<file path="src/rtl/pipe_pkg.sv">
// pipe_pkg: shared control-bit layout and per-stage widths for pipeline stage registers.
package pipe_pkg;
  localparam int CTRL_WB_EN   = 0;
  localparam int CTRL_MEM_R   = 1;
  localparam int CTRL_MEM_W   = 2;
  localparam int CTRL_S       = 3;
  localparam int CTRL_BR      = 4;
  localparam int CTRL_EXE_LSB = 5;
  localparam int CTRL_EXE_W   = 3;
  localparam int PIPE_CTRL_W    = 8;
  localparam int IF_ID_DATA_W   = 64;
  localparam int ID_EXE_DATA_W  = 128;
  localparam int EXE_MEM_DATA_W = 96;
  localparam int MEM_WB_DATA_W  = 72;
  localparam int PIPE_CNT_W     = 16;
endpackage

</file>
<file path="src/rtl/pipe_skid_slot.sv">
// pipe_skid_slot: one valid+ctrl+data entry; flush beats load beats clear.
module pipe_skid_slot
  import pipe_pkg::*;
#(
  parameter int CTRL_W     = PIPE_CTRL_W,
  parameter int DATA_W     = ID_EXE_DATA_W,
  parameter bit CLEAR_DATA = 1'b1
)(
  input  logic              clk,
  input  logic              rst,
  input  logic              load,
  input  logic              clear,
  input  logic              flush,
  input  logic [CTRL_W-1:0] d_ctrl,
  input  logic [DATA_W-1:0] d_data,
  output logic              valid,
  output logic [CTRL_W-1:0] ctrl,
  output logic [DATA_W-1:0] data
);
  always_ff @(posedge clk or negedge rst)
    if (!rst) begin
      valid <= 1'b0;
      ctrl  <= '0;
      data  <= '0;
    end else if (flush) begin
      valid <= 1'b0;
      ctrl  <= '0;
      if (CLEAR_DATA) data <= '0;
    end else if (load) begin
      valid <= 1'b1;
      ctrl  <= d_ctrl;
      data  <= d_data;
    end else if (clear) begin
      valid <= 1'b0;
      ctrl  <= '0;
    end
endmodule

</file>
<file path="src/rtl/pipe_stage_reg.sv">
// pipe_stage_reg: valid/ready stage register with flush and saturating stall/flush counters.
// Define PIPE_STAGE_SKID_BUFFER_EN for a 2-deep buffer with a registered in_ready.
module pipe_stage_reg
  import pipe_pkg::*;
#(
  parameter int CTRL_W              = PIPE_CTRL_W,
  parameter int DATA_W              = ID_EXE_DATA_W,
  parameter int CNT_W               = PIPE_CNT_W,
  parameter bit CLEAR_DATA_ON_FLUSH = 1'b1
)(
  input  logic              clk,
  input  logic              rst,
  input  logic              flush,
  input  logic              in_valid,
  output logic              in_ready,
  input  logic [CTRL_W-1:0] in_ctrl,
  input  logic [DATA_W-1:0] in_data,
  output logic              out_valid,
  input  logic              out_ready,
  output logic [CTRL_W-1:0] out_ctrl,
  output logic [DATA_W-1:0] out_data,
  output logic [CNT_W-1:0]  stall_cnt,
  output logic [CNT_W-1:0]  flush_cnt
);
  logic              stall, emit, accept, main_load;
  logic [CTRL_W-1:0] main_ctrl_d;
  logic [DATA_W-1:0] main_data_d;
  assign stall  = out_valid & ~out_ready;
  assign emit   = out_valid & out_ready;
  assign accept = in_valid & in_ready;
`ifdef PIPE_STAGE_SKID_BUFFER_EN
  logic              skid_valid;
  logic [CTRL_W-1:0] skid_ctrl;
  logic [DATA_W-1:0] skid_data;
  // skid_valid is only set while the main slot is stalled, so it refills main on emit
  assign in_ready    = flush | ~skid_valid;
  assign main_load   = (emit & skid_valid) | (accept & ~stall);
  assign main_ctrl_d = skid_valid ? skid_ctrl : in_ctrl;
  assign main_data_d = skid_valid ? skid_data : in_data;
  pipe_skid_slot #(
    .CTRL_W(CTRL_W), .DATA_W(DATA_W), .CLEAR_DATA(CLEAR_DATA_ON_FLUSH)
  ) u_skid (
    .clk(clk), .rst(rst), .load(accept & stall), .clear(emit), .flush(flush),
    .d_ctrl(in_ctrl), .d_data(in_data),
    .valid(skid_valid), .ctrl(skid_ctrl), .data(skid_data)
  );
`else
  assign in_ready    = flush | ~out_valid | out_ready;
  assign main_load   = accept;
  assign main_ctrl_d = in_ctrl;
  assign main_data_d = in_data;
`endif
  pipe_skid_slot #(
    .CTRL_W(CTRL_W), .DATA_W(DATA_W), .CLEAR_DATA(CLEAR_DATA_ON_FLUSH)
  ) u_main (
    .clk(clk), .rst(rst), .load(main_load), .clear(emit), .flush(flush),
    .d_ctrl(main_ctrl_d), .d_data(main_data_d),
    .valid(out_valid), .ctrl(out_ctrl), .data(out_data)
  );
  always_ff @(posedge clk or negedge rst)
    if (!rst) begin
      stall_cnt <= '0;
      flush_cnt <= '0;
    end else begin
      if (stall && stall_cnt != '1) stall_cnt <= stall_cnt + 1'b1;
      if (flush && out_valid && flush_cnt != '1) flush_cnt <= flush_cnt + 1'b1;
    end
endmodule
</file>
<file path="config.mk">
export PLATFORM = sky130hd
export DESIGN_NAME = pipe_stage_reg
export DESIGN_NICKNAME = d
export VERILOG_FILES = /design/src/rtl/pipe_pkg.sv /design/src/rtl/pipe_skid_slot.sv /design/src/rtl/pipe_stage_reg.sv
export SDC_FILE = /design/constraint.sdc
export NUM_CORES = 1
export LEC_CHECK = 0
export ABC_CLOCK_PERIOD_IN_PS = 2100
export CAP_MARGIN = 20
export CORE_UTILIZATION = 41
export DETAILED_ROUTE_END_ITERATION = 8
export PLACE_DENSITY_LB_ADDON = 0.3
export SKIP_CTS_REPAIR_TIMING = 1
export SLEW_MARGIN = 5
export SYNTH_ARGS = -nofsm -noshare
export SYNTH_HDL_FRONTEND = slang
export SYNTH_SLANG_ARGS = --single-unit
</file>
<file path="constraint.sdc">
create_clock -name clk -period 2.1 [get_ports clk]
set_input_delay 0.21 -clock clk [delete_from_list [all_inputs] [get_ports clk]]
set_output_delay 0.21 -clock clk [all_outputs]
set_load 0.01 [all_outputs]
</file>
; ---- Word-level counts from Yosys, hierarchy flattened
; Cells that the tools add are included.
[totals]
input_bits = 141
word_cells = 29
regBits = 169
[classes]
n_addsub = 2
n_eq_ne = 2
n_bitwise = 7
n_mux = 8
reduce_logical = 5
[op_table]
columns = operator, n
row1 = $mux W128, 2
row2 = $add A16 B1 Y16 const B, 2
row3 = $ne A16 B16 Y1 const B, 2
row4 = $mux W8, 3
row5 = $and A1 B1 Y1, 3
row6 = $logic_and A1 B1 Y1, 3
row7 = $mux W1, 3
row8 = $reduce_bool A3 Y1, 1
row9 = $not A1 Y1, 2
row10 = $or A1 B1 Y1, 2
row11 = $reduce_bool A2 Y1, 1

; ---- Longest topological paths before layout
; Gate-level depths: netlist of run 1.
[logic_depth]
word_depth = 6
mapped_depth = 6

; ---- Modules after synthesis
; Synthesis of run 1 repeated with hierarchy kept, for this count alone.
[hier_totals]
cells_unflattened = 595
hier_area_um2 = 7250.7
[by_module_without_submodules]
columns = module, area_each_um2, seq_area_each_um2, n_inst, cells_each
row1 = pipe_skid_slot, 5581.6, 3428.3, 1, 439
row2 = pipe_stage_reg, 1669.1, 800.8, 1, 156

; ---- Least setup slack after synthesis of run 1
; No wires, ideal clock.
[synth_path]
path_kind = reg2reg
startpoint = reg stall_cnt[0]
endpoint = reg stall_cnt[1]
arrival_ps = 1676
setup_time_ps = 125
synth_period_minus_slack_ps = 1801
path_stages_with_launch = 6
setup_slack_ps = 299
path_cell_list = dfrtp_1 ha_1 nand3_1 or4_4 nand2_1 mux2_2
[synth_via]
elab_chain_cells = 2
[synth_lines]
columns = element, line_no
row1 = start: declaration, pipe_stage_reg.sv:22  ; output logic [CNT_W-1:0] stall_cnt,
row2 = start signal: assignment, pipe_stage_reg.sv:65  ; if (stall && stall_cnt != '1) stall_cnt <= stall_cnt + 1'b1;
row3 = "parallel branches: the longest is 2 deep, another holds $add A16 B1 Y16", n/a
; Parallel ways; which one is timed is not known.
; A chain may end at the register's enable or synchronous reset.

; ---- Worst setup path after layout of run 1
[layout_path]
startpoint = reg u_main.valid
endpoint = out in_ready
[layout_via]
elab_chain_cells = 3
[layout_lines]
columns = element, line_no
row1 = start: declaration, pipe_skid_slot.sv:16  ; output logic valid,
row2 = start signal: assignment, pipe_skid_slot.sv:22  ; valid <= 1'b0;
row3 = start signal: assignment, pipe_skid_slot.sv:26  ; valid <= 1'b0;
row4 = start signal: assignment, pipe_skid_slot.sv:30  ; valid <= 1'b1;
row5 = $not A1 Y1, pipe_stage_reg.sv:48  ; assign in_ready = flush | ~out_valid | out_ready;
row6 = $or A1 B1 Y1 (2 in a row), pipe_stage_reg.sv:48
row7 = end: declaration, pipe_stage_reg.sv:15  ; output logic in_ready,
; Every way passes these cells.

==> reports/qor.yml, run 1 <==
syn_avg_cell_area_sq_um: 14.11
use_met2_pct: 39.81
syn-num-nets: 594
hold_path.class: "in -> async"
drtIter0Drc: 298
cts_tree: "built"
seq_area_sq_um: 4229
worst_pin_slew_ps: 535.9
syn_area_sq_um: 6365
met3_usage_pct: 6.369
setup_violations: 0
initial_core_util_pct: 41.87
timing.critical_path.from_type: "register"
io_buffers: 310
ant_nets: 0
timing.final.crit_period_ps: 1981
postSynthCellCount: 451
wire_per_inst_um: 19.11
grt_busiest_layer: "met2"
ff2ff_setup_slack_ps: 240
drt-vias-per-instance: 5.426
slew_violations: 0
die_width_um: 126.6
dr.pass1.iters: 5
pin_count: 311
vias: 5225
multi_input_area_sq_um: 2018
insertedDiodeCount: 0
cts-htree-levels: 4
synth_area_leaders: "dfrtp_1, a22o_1, xor2_1, buf_2, nand4_1"
hold_violations: 0
insertion_delay_ps: 420
crit_type: "reg -> out"
ys_seq_area_share_pct: 66.44
slowest_delay_ps: 490
areaGrowthSynthToFinish_pct: 62.10
final.setup.tns_ps: 0
first_global_vias: 5306
hpwl_mm: 13.11
r2r-start: "stall_cnt[0]"
p_per_area_nw_per_um2: 793.5
synth_seq_cells: 169
ys_warn_count: 0
ir_worst_vdd_mv: 0.5321
r2r_end: "stall_cnt[1]"
worstPathRequired_ps: 1890
die_y_um: 126.6
period_share_pct: 94.35
clockBufferDepth: 2
drcViolationCount: 0
wl_mm: 18.40
fin_ws_ps: 118.6
cap_violations: 0
grt_pass1_wl_mm: 28.36
cts_root_buffer: "clkbuf_16"
clock_sinks: 169
grt_overflow_total: 0
synth_top_area_share_pct: 66.44
rsz0062_at_grt: "false"
finalClockSkew_ps: 6.540
drive_above_1_share_pct: 6.710
crit_fanout: 7
yosysTopAreaCell: "dfrtp_1"
dieArea_sq_um: 16030
startpoint: "u_main.valid"
slew_headroom_pct: 64.00
met1_usage_pct: 27.68
crit_arrival_ps: 1770
max_freq_mhz: 504.7
pre_cts_ws_ps: 162.2
p_leak_nw: 4.621
hold_slack_ps: 326.2
crit_chain: "nor2b_1, nand2b_1, clkdlybuf4s50_1"
cts_buffers: 17
finalPower_w: 0.008187
clk_pin_slew_ps: 70
grt_max_degree: 71
reg2reg_depth: 5
coreArea_sq_um: 15200
outcome: "complete, no violations"
nFillCells: 1079
grt_use_total_pct: 23.16
synth_cell_types: 34
critPathCaptureType: "output port"
antenna_found_initial: 0
gp_congestion: 0.8539
rows: 45
fin_nets: 905
crit_slowest_cell: "dfrtp_1"
[cells in the final DEF, fill, tap and decap left out, types with 2 or more instances in the layout]
| cell type | Yosys | routed |
|---|---|---|
| a21oi_1 | 3 | 2 |
| mux2_2 | 2 | 2 |
| clkinvlp_4 | 0 | 3 |
| nor2_1 | 3 | 3 |
| dfrtp_1 | 169 | 169 |
| xor2_1 | 20 | 20 |
| nand4b_1 | 2 | 2 |
| clkinv_2 | 0 | 3 |
| clkinv_4 | 0 | 2 |
| nor3b_1 | 2 | 2 |
| inv_6 | 0 | 4 |
| ha_1 | 2 | 2 |
| nand4_1 | 13 | 13 |
| a22o_1 | 136 | 136 |
| nor4b_1 | 4 | 4 |
| and2_1 | 2 | 2 |
| clkdlybuf4s50_1 | 0 | 309 |
| nor3_1 | 11 | 11 |
| nor4_1 | 4 | 4 |
| nand3_1 | 11 | 11 |
| and3_1 | 6 | 6 |
| buf_4 | 0 | 5 |
| nand2b_1 | 2 | 2 |
| xnor2_1 | 7 | 7 |
| clkbuf_16 | 0 | 17 |
| nand2_1 | 9 | 9 |
| buf_12 | 0 | 6 |
[stage by stage]
step / cells / cell area, sq um / util (%)
floorplan: 451 / 6365 / -
finish: 963 / 10320 / 67.87
CTS: 962 / 10310 / 67.80
global placement: 930 / 9744 / 64.10
detailed placement: 930 / 9744 / 64.10
global route: 963 / 10320 / 67.87
[area by class of cell]
| class | count | area share (%) |
|---|---|---|
| sequential | 169 | 40.99 |
| timing repair buffer | 322 | 31.71 |
| multi-input combinational | 252 | 19.56 |
| clock buffer | 19 | 4.293 |
| tap | 188 | 2.280 |
| clock inverter | 13 | 1.164 |
[cell usage after synthesis]
master,instances
nand4b_1,2
nand4_1,13
nor4_4,1
buf_1,2
and2_1,2
nor2b_1,1
nor2_1,3
nor2_2,2
or4_4,1
clkbuf_1,11
a21boi_1,1
ha_1,2
mux2_4,1
nand2_2,1
nand2_1,9
and3_1,6
or2_0,1
nor3_1,11
a41oi_1,1
nor4b_1,4
a21oi_1,3
buf_2,17
o21a_1,1
dfrtp_1,169
nor4_1,4
nand3_1,11
nor3b_1,2
and3b_1,1
xnor2_1,7
and4_1,1
nand2b_1,2
xor2_1,20
a22o_1,136
mux2_2,2
[kinds of logic after synthesis]
kind of cell	share of synthesized area, %
muxes	0.5896
and+or+nand+nor	7.431
xor gates and xnor gates	3.715
DFF	66.44
AOI/OAI and AO/OA	19.32
buffers and inverters	2.103
adders and majority gates	0.3931
[layer usage]
layer | wire length, um | vias up | share of wire [%]
met1 | 7399 | 2635 | 40
met5 | 0 | - | 0
met3 | 1250 | 24 | 6.8
met2 | 9390 | 219 | 51
met4 | 362 | 0 | 2.0
li1 | - | 2347 | -
[flip-flops by register name, indices dropped and copies added (netlist names)]
| name | flops |
|---|---|
| u_main.ctrl | 8 |
| u_main.valid | 1 |
| flush_cnt | 16 |
| stall_cnt | 16 |
| u_main.data | 128 |
[where the power goes]
group | internal (W) | leakage [nW] | switching (W)
combinational | 0.000882 | 2.09 | 0.000588
sequential | 0.00350 | 2.26 | 0.000230
clock | 0.00168 | 0.271 | 0.00131
total | 0.00606 | 4.62 | 0.00212
[worst max path at each step]
stage	end
after floorplan	stall_cnt[1]
after global placement	flush_cnt[10]
after detailed placement	stall_cnt[12]
after CTS	in_ready
after global routing	in_ready
final	in_ready
[worst max-delay path: cells and delay by family (launching register included)]
kind                   cells  cell delay (ps)
DFF                        1              490
buffers and inverters      1              480
and+or+nand+nor            2              390
(Power assumes the default switching activity.)
==> run 2: changes to the inputs <==
- GPL_ROUTABILITY_DRIVEN: unset -> 1
==> results of run 2 <==
No change in the layout: final DEF, timing and power equal those of run 1.
==> run 3: changes to the inputs <==
- CORE_ASPECT_RATIO: unset -> 0.5
==> reports/qor.yml, run 3 (synthesis gave the netlist of run 1 again) <==
outcome: "complete, no violations"  # unchanged
final.setup.tns_ps: 0  # unchanged
layout_common_cells: "clkdlybuf4s50_1, dfrtp_1, a22o_1"  # unchanged
grt_max_degree: 83  # was 71
hold_violations: 0  # unchanged
ff2ff_setup_slack_ps: 190  # was 240 ps
wl_met3_um: 959  # was 1.250 mm
layout_commonest_cell: "clkdlybuf4s50_1"  # unchanged
cts_root_buffer: "clkbuf_16"  # unchanged
die_y_um: 90.10  # was 126.6 um
hold_path.class: "in -> async"  # unchanged
r2r_end: "stall_cnt[1]"  # unchanged
grt_pass1_wl_mm: 28.95  # was 28.36 mm
first_global_vias: 5319  # was 5306
r2r-start: "stall_cnt[0]"  # unchanged
p_per_area_nw_per_um2: 813.0  # was 793.5 nW/um^2
insertion_delay_ps: 410  # was 420 ps
hpwl_mm: 12.66  # was 13.11 mm
slew_violations: 0  # unchanged
fin_nets: 909  # was 905
critPathCaptureType: "output port"  # unchanged
worst_pin_slew_ps: 510.6  # was 535.9 ps
pin_count: 311  # unchanged
areaGrowthSynthToFinish_pct: 64.22  # was 62.10%
wire_per_inst_um: 18.20  # was 19.11 um
grt_overflow_total: 0  # unchanged
rows: 31  # was 45
stdcell_count: 977  # was 963
clock_sinks: 169  # unchanged
regMostFlops: "u_main.data"  # unchanged
startpoint: "u_main.valid"  # unchanged
rsz0062_at_grt: "false"  # unchanged
p_leak_nw: 4.674  # was 4.621 nW
setup_violations: 0  # unchanged
wl_mm: 17.79  # was 18.40 mm
period_share_pct: 91.78  # was 94.35%
highest_layer: "met4"  # unchanged
worstPathRequired_ps: 1890  # about the same
cap_violations: 0  # unchanged
post-place-cells: 944  # was 930
crit_chain: "nor2b_1, nand2b_1, clkdlybuf4s50_1"  # unchanged
drt-vias-per-instance: 5.235  # was 5.426
timing.critical_path.from_type: "register"  # unchanged
slowest_delay_ps: 490  # about the same
largest_register_ffs: 128  # unchanged
crit_fanout: 7  # unchanged
seq_area_sq_um: 4229  # unchanged
drive_above_1_share_pct: 7.317  # was 6.710%
wl_met2_mm: 8.993  # was 9.390 mm
cts_buffers: 17  # unchanged
gp_congestion: 0.8129  # was 0.8539
slew_headroom_pct: 65.70  # was 64.00%
die_width_um: 178.2  # was 126.6 um
dieArea_sq_um: 16060  # was 16030 sq um
vias: 5115  # was 5225
reg2reg_depth: 5  # unchanged
ir_worst_vdd_mv: 0.6074  # was 0.5321 mV
cts_tree: "built"  # unchanged
ant_nets: 0  # unchanged
cts-htree-levels: 4  # unchanged
finalClockSkew_ps: 8.481  # was 6.540 ps
io_buffers: 310  # unchanged
nFillCells: 1078  # was 1079
antenna_found_initial: 0  # unchanged
dr.pass1.iters: 6  # was 5
drcViolationCount: 0  # unchanged
crit_slowest_cell: "clkdlybuf4s50_1"  # was dfrtp_1
drtIter0Drc: 269  # was 298
grt_use_total_pct: 23.27  # was 23.16%
initial_core_util_pct: 42.96  # was 41.87%
multi_input_area_sq_um: 2018  # unchanged
timing.final.crit_period_ps: 1927  # was 1981 ps
clockBufferDepth: 2  # unchanged
reg_top3: "u_main.data x128, flush_cnt x16, stall_cnt x16"  # unchanged
crit_arrival_ps: 1720  # was 1770 ps
insertedDiodeCount: 0  # unchanged
clk_pin_slew_ps: 70  # about the same
max_freq_mhz: 518.8  # was 504.7 MHz
m1WireLength_mm: 7.366  # was 7.399 mm
coreArea_sq_um: 14820  # was 15200 sq um
crit_type: "reg -> out"  # unchanged
-- run 3: stage by stage --
step	hold WS, ps	total power (W)	setup WS, ps	util [%]	instance area [sq um]
2_1_floorplan	-85.59	0.004240	299.0	-	6365
3_5_place_dp	174.3	0.005257	165.6	66.22	9812
4_1_cts	-277.2	0.008600	139.3	70.48	10440
3_3_place_gp	168.1	0.005229	206.2	66.22	9812
5_1_grt	322.8	0.008872	38.77	70.55	10450
6_report	290.3	0.008498	172.5	70.55	10450
-- run 3: per-layer routing --
| layer | vias up | GRT usage, % |
|---|---|---|
| met1 | 2560 | 29.11 |
| met5 | - | 0 |
| met2 | 162 | 39.20 |
| met3 | 37 | 5.668 |
| met4 | 0 | 8.333 |
| li1 | 2356 | - |
-- run 3: worst max-delay path by stage --
stage | depth (start not counted) | slack (ps) | to
3_5_place_dp | 6 | 170 | u_main.data[51]
6_report | 3 | 170 | in_ready
5_1_grt | 3 | 40 | in_ready
2_1_floorplan | 5 | 300 | stall_cnt[1]
4_1_cts | 3 | 140 | in_ready
3_3_place_gp | 5 | 210 | stall_cnt[1]
-- run 3: where the power goes --
group | switching, W | total [W] | internal [W]
Clock | 0.00131 | 0.00329 | 0.00198
Sequential | 0.000234 | 0.00374 | 0.00350
Combinational | 0.000574 | 0.00147 | 0.000894
Total | 0.00212 | 0.00850 | 0.00638
-- run 3: final cells by class --
class | instances | area share [%]
clock buffer | 20 | 4.465
clock inverter | 12 | 1.568
multi-input combinational | 252 | 19.31
sequential | 169 | 40.46
tap | 198 | 2.370
timing repair buffer | 326 | 31.83
-- run 3: critical path: cells and delay by family (launching register included) --
| family | cells | cell delay [ps] |
|---|---|---|
| and+or+nand+nor | 2 | 360 |
| DFF | 1 | 450 |
| buffers and inverters | 1 | 490 |
